<file path="config.mk">
export PLATFORM = sky130hd
export DESIGN_NAME = mem_stage_flat
export DESIGN_NICKNAME = d
export VERILOG_FILES = /design/src/rtl/mem_stage_if.sv /design/src/rtl/mem_stage.sv /design/src/flat_wrapper.sv
export SDC_FILE = /design/constraint.sdc
export NUM_CORES = 1
export LEC_CHECK = 0
export BUFFER_PORTS_ARGS = -buffer_cell sky130_fd_sc_hd__buf_2
export CAP_MARGIN = 20
export CORE_MARGIN = 2
export CORE_UTILIZATION = 45
export DETAILED_ROUTE_END_ITERATION = 7
export PLACE_DENSITY = 0.84
export RECOVER_POWER = 50
export SLEW_MARGIN = 20
export SYNTH_ARGS = -nofsm -noshare
export SYNTH_HDL_FRONTEND = slang
export SYNTH_SLANG_ARGS = --single-unit
</file>
<file path="constraint.sdc">
create_clock -name clk -period 1.85 [get_ports clk]
set_input_delay 0.37 -clock clk [delete_from_list [all_inputs] [get_ports clk]]
set_output_delay 0.37 -clock clk [all_outputs]
set_load 0.01 [all_outputs]
</file>
<file path="src/rtl/mem_stage_if.sv">
// ============================================================================
// Module      : mem_stage_if
// Description : Data-memory request/response bus between mem_stage and dmem.
// Revision    : 1.0 - initial release
// ============================================================================
`default_nettype none

interface mem_stage_if;
  logic [31:0] dmem_address;
  logic        dmem_read;
  logic        dmem_write;
  logic [3:0]  dmem_wmask;
  logic [31:0] dmem_wdata;
  logic [31:0] dmem_rdata;
  logic        dmem_resp;

  modport master (
    output dmem_address, dmem_read, dmem_write, dmem_wmask, dmem_wdata,
    input  dmem_rdata, dmem_resp
  );

  modport slave (
    input  dmem_address, dmem_read, dmem_write, dmem_wmask, dmem_wdata,
    output dmem_rdata, dmem_resp
  );
endinterface

`default_nettype wire

</file>
<file path="src/rtl/mem_stage.sv">
// ============================================================================
// Module      : mem_stage
// Description : rv32i MEM stage; issues data-memory transactions and stalls
//               the pipeline until each one completes.
// Revision    : 1.0 - initial release
// ============================================================================
`default_nettype none

module mem_stage #(
  parameter int unsigned TIMEOUT_CYCLES = 0
) (
  input  wire logic        clk,
  input  wire logic        rst,
  input  wire logic        valid_in,
  input  wire logic        mem_read,
  input  wire logic        mem_write,
  input  wire logic [2:0]  funct3,
  input  wire logic [31:0] alu_res,
  input  wire logic [31:0] rs2_data,
  input  wire logic        hold_in,
  mem_stage_if.master      dmem,
  output logic [31:0]      mem_rdata,
  output logic [1:0]       bit_shift,
  output logic             misalign,
  output logic             stall_out,
  output logic             timeout_err
);

  localparam logic [1:0] S_IDLE   = 2'd0;
  localparam logic [1:0] S_ACCESS = 2'd1;
  localparam logic [1:0] S_DONE   = 2'd2;

  logic [1:0]  state_q, state_d;
  logic [31:0] addr_q, addr_d;
  logic        read_q, read_d;
  logic        write_q, write_d;
  logic [3:0]  wmask_q, wmask_d;
  logic [31:0] wdata_q, wdata_d;
  logic [31:0] rdata_q, rdata_d;
  logic [31:0] cnt_q, cnt_d;
  logic        err_q, err_d;

  logic        mem_op;
  logic        is_store;
  logic        op;
  logic [3:0]  base_mask;
  logic [3:0]  lane_mask;
  logic [31:0] lane_data;
  logic [31:0] cnt_inc;

  assign mem_op    = valid_in & (mem_read | mem_write);
  assign is_store  = mem_write;
  assign bit_shift = alu_res[1:0];

  // Illegal encodings are folded into misalign so they never start a transaction.
  always_comb begin
    misalign = 1'b0;
    if (mem_op) begin
      if (is_store && (funct3 > 3'b010)) begin
        misalign = 1'b1;
      end
      if (!is_store && ((funct3 == 3'b011) || (funct3 == 3'b110) || (funct3 == 3'b111))) begin
        misalign = 1'b1;
      end
      if ((funct3[1:0] == 2'b01) && alu_res[0]) begin
        misalign = 1'b1;
      end
      if ((funct3[1:0] == 2'b10) && (alu_res[1:0] != 2'b00)) begin
        misalign = 1'b1;
      end
    end
  end

  assign op = mem_op & ~misalign;

  always_comb begin
    case (funct3[1:0])
      2'b00:   base_mask = 4'b0001;
      2'b01:   base_mask = 4'b0011;
      default: base_mask = 4'b1111;
    endcase
  end

  assign lane_mask = base_mask << alu_res[1:0];
  assign lane_data = rs2_data << {alu_res[1:0], 3'b000};
  assign cnt_inc   = (cnt_q == 32'hFFFF_FFFF) ? cnt_q : cnt_q + 32'd1;

  always_ff @(posedge clk or negedge rst) begin
    if (!rst) begin
      state_q <= S_IDLE;
    end else begin
      state_q <= state_d;
    end
  end

  always_comb begin
    state_d = state_q;
    case (state_q)
      S_IDLE:   if (op) state_d = S_ACCESS;
      S_ACCESS: if (dmem.dmem_resp) state_d = S_DONE;
      S_DONE:   if (!hold_in) state_d = S_IDLE;
      default:  state_d = S_IDLE;
    endcase
  end

  always_comb begin
    stall_out = 1'b0;
    case (state_q)
      S_IDLE:   stall_out = op;
      S_ACCESS: stall_out = 1'b1;
      default:  stall_out = 1'b0;
    endcase
  end

  always_comb begin
    addr_d  = addr_q;
    read_d  = read_q;
    write_d = write_q;
    wmask_d = wmask_q;
    wdata_d = wdata_q;
    rdata_d = rdata_q;
    cnt_d   = cnt_q;
    err_d   = err_q;
    if ((state_q == S_IDLE) && op) begin
      addr_d  = {alu_res[31:2], 2'b00};
      read_d  = ~is_store;
      write_d = is_store;
      wmask_d = is_store ? lane_mask : 4'b0000;
      wdata_d = is_store ? lane_data : 32'd0;
    end
    if (state_q == S_ACCESS) begin
      cnt_d = cnt_inc;
      if ((TIMEOUT_CYCLES != 0) && (cnt_inc >= TIMEOUT_CYCLES)) begin
        err_d = 1'b1;
      end
      if (dmem.dmem_resp) begin
        if (read_q) rdata_d = dmem.dmem_rdata;
        read_d  = 1'b0;
        write_d = 1'b0;
        cnt_d   = 32'd0;
      end
    end
  end

  always_ff @(posedge clk or negedge rst) begin
    if (!rst) begin
      addr_q  <= 32'd0;
      read_q  <= 1'b0;
      write_q <= 1'b0;
      wmask_q <= 4'd0;
      wdata_q <= 32'd0;
      rdata_q <= 32'd0;
      cnt_q   <= 32'd0;
      err_q   <= 1'b0;
    end else begin
      addr_q  <= addr_d;
      read_q  <= read_d;
      write_q <= write_d;
      wmask_q <= wmask_d;
      wdata_q <= wdata_d;
      rdata_q <= rdata_d;
      cnt_q   <= cnt_d;
      err_q   <= err_d;
    end
  end

  assign dmem.dmem_address = addr_q;
  assign dmem.dmem_read    = read_q;
  assign dmem.dmem_write   = write_q;
  assign dmem.dmem_wmask   = wmask_q;
  assign dmem.dmem_wdata   = wdata_q;
  assign mem_rdata         = rdata_q;
  assign timeout_err       = err_q;

endmodule

`default_nettype wire

</file>
<file path="src/flat_wrapper.sv">
// flat-port wrapper written by rule: the top's interface ports become plain ports
module mem_stage_flat 
#(
  parameter int unsigned TIMEOUT_CYCLES = 0
)
  (clk, rst, valid_in, mem_read, mem_write, funct3, alu_res, rs2_data, hold_in, mem_rdata, bit_shift, misalign, stall_out, timeout_err, dmem_dmem_address, dmem_dmem_read, dmem_dmem_write, dmem_dmem_wmask, dmem_dmem_wdata, dmem_dmem_rdata, dmem_dmem_resp);
  mem_stage_if dmem_i ();
  input  wire logic clk;
  input  wire logic rst;
  input  wire logic valid_in;
  input  wire logic mem_read;
  input  wire logic mem_write;
  input  wire logic [2:0] funct3;
  input  wire logic [31:0] alu_res;
  input  wire logic [31:0] rs2_data;
  input  wire logic hold_in;
  output logic [31:0] mem_rdata;
  output logic [1:0] bit_shift;
  output logic misalign;
  output logic stall_out;
  output logic timeout_err;
  output wire logic [$bits(dmem_i.dmem_address)-1:0] dmem_dmem_address;
  output wire logic [$bits(dmem_i.dmem_read)-1:0] dmem_dmem_read;
  output wire logic [$bits(dmem_i.dmem_write)-1:0] dmem_dmem_write;
  output wire logic [$bits(dmem_i.dmem_wmask)-1:0] dmem_dmem_wmask;
  output wire logic [$bits(dmem_i.dmem_wdata)-1:0] dmem_dmem_wdata;
  input wire logic [$bits(dmem_i.dmem_rdata)-1:0] dmem_dmem_rdata;
  input wire logic [$bits(dmem_i.dmem_resp)-1:0] dmem_dmem_resp;
  assign dmem_dmem_address = dmem_i.dmem_address;
  assign dmem_dmem_read = dmem_i.dmem_read;
  assign dmem_dmem_write = dmem_i.dmem_write;
  assign dmem_dmem_wmask = dmem_i.dmem_wmask;
  assign dmem_dmem_wdata = dmem_i.dmem_wdata;
  assign dmem_i.dmem_rdata = dmem_dmem_rdata;
  assign dmem_i.dmem_resp = dmem_dmem_resp;
  mem_stage #(.TIMEOUT_CYCLES(TIMEOUT_CYCLES)) u_core (.clk(clk), .rst(rst), .valid_in(valid_in), .mem_read(mem_read), .mem_write(mem_write), .funct3(funct3), .alu_res(alu_res), .rs2_data(rs2_data), .hold_in(hold_in), .dmem(dmem_i), .mem_rdata(mem_rdata), .bit_shift(bit_shift), .misalign(misalign), .stall_out(stall_out), .timeout_err(timeout_err));
endmodule
</file>
After elaboration in Yosys (flattened, before gate mapping)

Index checks and enable logic that the tools add are counted.

Bits in registers: 102
Bits in latches: 0
Bits in writable memories: 0
Memory bits (read-only): 0
Input bits: 106
Output and inout port bits: 107
Logic and storage cells: 57
Memories kept: 0

Add/sub/neg operators: 0
Multiply operators: 0
Div/mod/pow operators: 0
Order comparisons: 1
Equal/unequal tests: 10
Shift-type cells: 2
Mux-type cells: 19
Bitwise logic cells: 5
Reduce and logical (&&, ||, !) cells: 13

Operator list:

| operator                                                                 | count |
|---|---|
| 32-bit 2-to-1 mux                                                        | 1 |
| 32-bit by 5-bit << shifter with 32-bit output                            | 1 |
| 1-bit 2-to-1 mux                                                         | 11 |
| 4-bit one-hot mux with 2 select lines                                    | 1 |
| 3-bit == test (second input constant)                                    | 2 |
| 2-bit 2-to-1 mux                                                         | 3 |
| 2-bit one-hot mux with 3 select lines                                    | 1 |
| 3-bit AND reduction                                                      | 2 |
| 1-bit logical AND                                                        | 5 |
| 2-bit by 1-bit == test with 1-bit output (second input constant)         | 2 |
| 2-bit == test (second input constant)                                    | 2 |
| 2-bit logical NOT                                                        | 2 |
| 4-bit 2-to-1 mux                                                         | 1 |
| 2-bit inequality test (second input constant)                            | 2 |
| 4-bit by 2-bit << shifter with 4-bit output                              | 1 |
| 3-bit by 2-bit == test with 1-bit output (second input constant)         | 1 |
| 3-bit by 2-bit > comparator with 1-bit output (second input constant)    | 1 |
| 1-bit bitwise AND                                                        | 2 |
| 1-bit logical OR                                                         | 2 |
| 2-bit by 1-bit inequality test with 1-bit output (second input constant) | 1 |
| 1-bit NOT                                                                | 2 |
| 1-bit one-hot mux with 2 select lines                                    | 1 |
| 2-bit nonzero test                                                       | 1 |
| 1-bit logical NOT                                                        | 1 |
| 1-bit OR                                                                 | 1 |

Logic depth before layout (Yosys ltp)

Depth in word-level cells: 14
Gate-level depth with buffers: 6
Gate-level depth less buffers: 4

Worst setup path before layout

Ideal clock, no wire load.

Kind: input-to-reg
Start point: input port alu_res[0]
End point: register u_core.addr_q[23], in the netlist u_core.dmem.dmem_address[23]
Library setup time: 0.125 ns
Arrival time: 1.454 ns
Required time: 1.725 ns
Path slack: 0.271 ns
Stages on the path: 5
Buffers on the path: 2
Cell sequence: nor4_2 o211ai_2 buf_6 buf_6 mux2_4

Word-level cells in the longest chain between the ends: 7
Elaborated cells between the ends (all ways): 9
Those cells by class: mux: 3; bitwise: 2; reduce/logical: 4

Ends and longest elaborated chain:

| element                                                 | line                             | source |
|---|---|---|
| from (decl)                                             | flat_wrapper.sv:14               | `input wire logic [31:0] alu_res;` |
| 1-bit logical AND or 2-bit nonzero test (tied branches) | mem_stage.sv:65, mem_stage.sv:68 |  |
| 1-bit 2-to-1 mux or 1-bit logical AND (tied branches)   | mem_stage.sv:65, mem_stage.sv:68 |  |
| 1-bit 2-to-1 mux (*)                                    | mem_stage.sv:68                  | `if ((funct3[1:0] == 2'b10) && (alu_res[1:0] != 2'b00)) begin` |
| 1-bit 2-to-1 mux (*)                                    | mem_stage.sv:58                  | `if (mem_op) begin` |
| 1-bit NOT (*)                                           | mem_stage.sv:74                  | `assign op = mem_op & ~misalign;` |
| 1-bit bitwise AND (*)                                   | mem_stage.sv:74                  |  |
| 1-bit logical AND (*)                                   | mem_stage.sv:124                 | `if ((state_q == S_IDLE) && op) begin` |
| to (signal assigned)                                    | mem_stage.sv:156                 | `addr_q <= addr_d;` |
| to (decl)                                               | mem_stage.sv:34                  | `logic [31:0] addr_q, addr_d;` |

Mark *: on every way between the ends. The rest lies on a longest branch, timed or not.
A chain may end at the register's enable or synchronous reset.

Worst setup path in the final report

Start point: input port alu_res[0]
End point: output port stall_out

Word-level cells in the longest chain between the ends: 7
Elaborated cells between the ends (all ways): 9
Those cells by class: mux: 4; bitwise: 2; reduce/logical: 3

Ends and longest elaborated chain:

| element                                                 | line                             | source |
|---|---|---|
| 1-bit logical AND or 2-bit nonzero test (tied branches) | mem_stage.sv:65, mem_stage.sv:68 |  |
| 1-bit 2-to-1 mux or 1-bit logical AND (tied branches)   | mem_stage.sv:65, mem_stage.sv:68 |  |
| 1-bit 2-to-1 mux (*)                                    | mem_stage.sv:68                  |  |
| 1-bit 2-to-1 mux (*)                                    | mem_stage.sv:58                  |  |
| 1-bit NOT (*)                                           | mem_stage.sv:74                  |  |
| 1-bit bitwise AND (*)                                   | mem_stage.sv:74                  |  |
| 1-bit one-hot mux with 2 select lines (*)               | mem_stage.sv:108                 | `case (state_q)` |
| to (decl)                                               | flat_wrapper.sv:20               | `output logic stall_out;` |

Marked as above.

==> flow_summary_export.csv <==
group,metric,value,unit
final_layout,area_delta_synth_final,31.4,%
worst_setup_path,crit_required,1.48,ns
grt,grt.met3_usage,8.20,%
pwr,p_per_area,1230,nW/um^2
sta,setup_ws,0.110,ns
grt,grt_max_degree,54,
route,via_count,3521,
die,die_h,103,um
placement,hpwl,8570,um
sta,timing.hold.ws,0.219,ns
final_layout,drive_above_1_share,47.0,%
synthesis,synth_cell_types,30,
worst_setup_path,r2r_setup_slack,0.36,ns
synthesis,synth-seq-cells,102,
final_layout,fillers,789,
sta,slew_headroom,54.8,%
die,coreArea,9680,um^2
placement,place_area,5670,um^2
final_layout,instances_no_fill,705,
die,rows,36,
grt,grt_pass1_vias,3431,
placement,placed_cells,689,
flow_run,drv_cap,0,
clock_network,clock_latency,0.38,ns
synthesis,ys_seq_area_share,57.5,%
grt,antenna_found_initial,0,
route,drt_wl_total,11200,um
outcome,status,"finished, final reports clean",
final_layout,nNetsFinal,674,
sta,timing.fmax,575,MHz
placement,gp_congestion,0.885,
sta,worst_slew_pin_slew,0.678,ns
clock_network,cts_made_buffers,9,
route,drt-pass1-iter-count,4,
worst_setup_path,cp.arrival,1.37,ns
grt,grt_first_pass_wirelength,16500,um
pwr,peakVddDrop,0.000817,V
pwr,p_leak,2.95,nW
grt,gr-total-overflow,0,
sta,finClkSkew,0.00997,ns
placement,dpl_worst_slack,0.0844,ns
clock_network,clk_pin_slew,0.09,ns
sta,rsz0062_at_grt,"false",
worst_setup_path,r2r_start,"u_core.state_q[1]",
grt,gr-usage-met1,24.5,%
grt,met2_usage,33.8,%
clock_network,htreeDepth,3,
sta,finalSetupViolCount,0,
final_layout,antennaDiodeCount,0,
clock_network,cts_resized,0,
route,via_per_inst,4.99,
hold_path,hp-class,"input pin to flop",
route,antenna_left,0,
clock_network,cts_tree,"built",
hold_path,min_to,"u_core.mem_rdata[5]",
clock_network,clock_sinks,102,
worst_setup_path,path_max_fanout,3,
die,ios,213,
synthesis,syn_area,4440,um^2
sta,fin_crit_sh,94.0,%
die,dieArea,10700,um^2
worst_setup_path,endpoint_kind,"output port",
die,die_width,103,um
final_layout,fin_area,5830,um^2
worst_setup_path,r2r_end,"u_core.mem_rdata[18]",
route,dr.first_iter.drc_count,116,
synthesis,synth_area_per_cell,12.5,um^2
grt,grtUsageTotal,20.4,%
worst_setup_path,startpoint_type,"input pin",
sta,hold_viol,0,
grt,grt.busiest_layer,"met2",
hold_path,holdCritStartpoint,"dmem_dmem_rdata[5]",
clock_network,clockRootBuffer,"clkbuf_8",
worst_setup_path,reg2reg_depth,4,
synthesis,netlist_instances,355,
route,drt_drc_violations_left,0,
die,start_util,45.8,%
sta,layout_min_cycle_time,1.74,ns
route,detail_route.wl_per_cell,15.9,um
placement,io_buffer_count,209,
synthesis,ys_warn_count,0,
sta,final_max_slew_viol_count,0,
hold_path,whs_path_depth,2,
sta,setup-tns-final,0,ns
clock_network,cts_buffer_depth,2,
worst_setup_path,worstSetupPathType,"input pin to output port",
-- kinds of logic after synthesis --
logic type | Yosys count | synth area share, %
AOI/OAI and AO/OA | 61 | 9.22
buffers and inverters | 30 | 3.64
DFF | 102 | 57.5
muxes | 90 | 23.1
other | 1 | 0.0845
and+or+nand+nor | 71 | 6.43
-- critical path: stages --
cell	delay [ns]
buf_2	0.13
nor4_2	0.27
buf_4	0.17
o21ai_0	0.11
a21oi_1	0.15
buf_2	0.16
-- per-layer routing --
metal  up-vias  routed length (um)
met5         -                   0
met4         0                 195
met3        18                 937
met2       144                5660
met1      1694                4420
li1       1665                   -
-- power breakdown --
group / leakage [nW] / switching, mW / internal, mW
Combinational: 1.53 / 1.15 / 1.09
Sequential: 1.30 / 0.385 / 2.97
Clock: 0.115 / 0.725 / 0.824
Total: 2.95 / 2.26 / 4.88
-- worst max-delay path by stage --
stage | depth (start not counted) | startpoint | end | slack, ns
5_1_grt | 6 | alu_res[0] | stall_out | 0.01
6_report | 6 | alu_res[0] | stall_out | 0.11
4_1_cts | 6 | alu_res[0] | stall_out | 0.08
2_1_floorplan | 5 | alu_res[0] | u_core.dmem.dmem_address[23] | 0.27
3_5_place_dp | 6 | alu_res[0] | stall_out | 0.08
3_3_place_gp | 6 | alu_res[0] | stall_out | 0.11
-- registers in the layout (all words and copies together) (netlist names) --
signal,flops
u_core.dmem.dmem_address,30
u_core.dmem.dmem_read,1
u_core.dmem.dmem_wdata,32
u_core.dmem.dmem_wmask,4
u_core.dmem.dmem_write,1
u_core.mem_rdata,32
u_core.state_q,2
-- cell usage in the layout, fill, tap and decap left out, types with 2 or more instances in the layout --
cell and n:
mux2i_1 18, nor2_1 14, buf_2 158, nand2_1 52, o31ai_1 17, bufinv_16 2, clkinv_2 2, o211ai_1 8
mux2_2 63, conb_1 3, buf_4 15, mux2_4 9, clkbuf_8 11, a21oi_1 9, o21a_1 2, clkbuf_1 50
o21ai_0 19, clkbuf_2 2, dfrtp_1 102
-- synth_stat cells --
master,instances,area (um^2)
dfrtp_1,102,2550
mux2_2,63,709
nand2_1,52,195
o21ai_0,19,95.1
mux2i_1,18,180
o31ai_1,17,128
nor2_1,14,52.6
a21oi_1,9,45.0
buf_2,9,45.0
mux2_4,9,135
clkbuf_1,8,30.0
o211ai_1,8,60.1
buf_4,6,45.0
buf_1,3,11.3
buf_6,2,22.5
o21a_1,2,15.0
a2111oi_2,1,15.0
a211oi_1,1,7.51
a21o_1,1,7.51
a221oi_2,1,15.0
a31o_2,1,8.76
clkinv_1,1,3.75
conb_1,1,3.75
inv_1,1,3.75
nand2b_1,1,6.26
nor2b_1,1,6.26
nor3_1,1,5.00
nor3b_1,1,7.51
nor4_2,1,12.5
o211ai_2,1,12.5
-- metrics by stage --
step	util, %	power [mW]
floorplan	-	4.59
global placement	58.6	5.65
detailed placement	58.6	5.78
CTS	61.0	7.34
global route	60.2	7.60
finish	60.2	7.15
-- area by class of cell --
| cell class | count | area [um^2] | area share, % |
|---|---|---|---|
| clock buffers | 11 | 151 | 2.60 |
| clock inverters | 4 | 70.1 | 1.20 |
| inverters | 2 | 7.51 | 0.129 |
| multi-input cells | 225 | 1740 | 29.8 |
| flip-flops and latches | 102 | 2550 | 43.8 |
| well taps | 133 | 166 | 2.85 |
| repair buffers | 228 | 1140 | 19.6 |
-- repair_timing --
action | in CTS | in global routing
setup endpoints to repair | 0 | 1
endpoints found under the hold margin | 25 | 0
setup buffers | 0 | 0
hold buffers | 1 | 0
No activity file was read; power rests on OpenSTA's default activity.
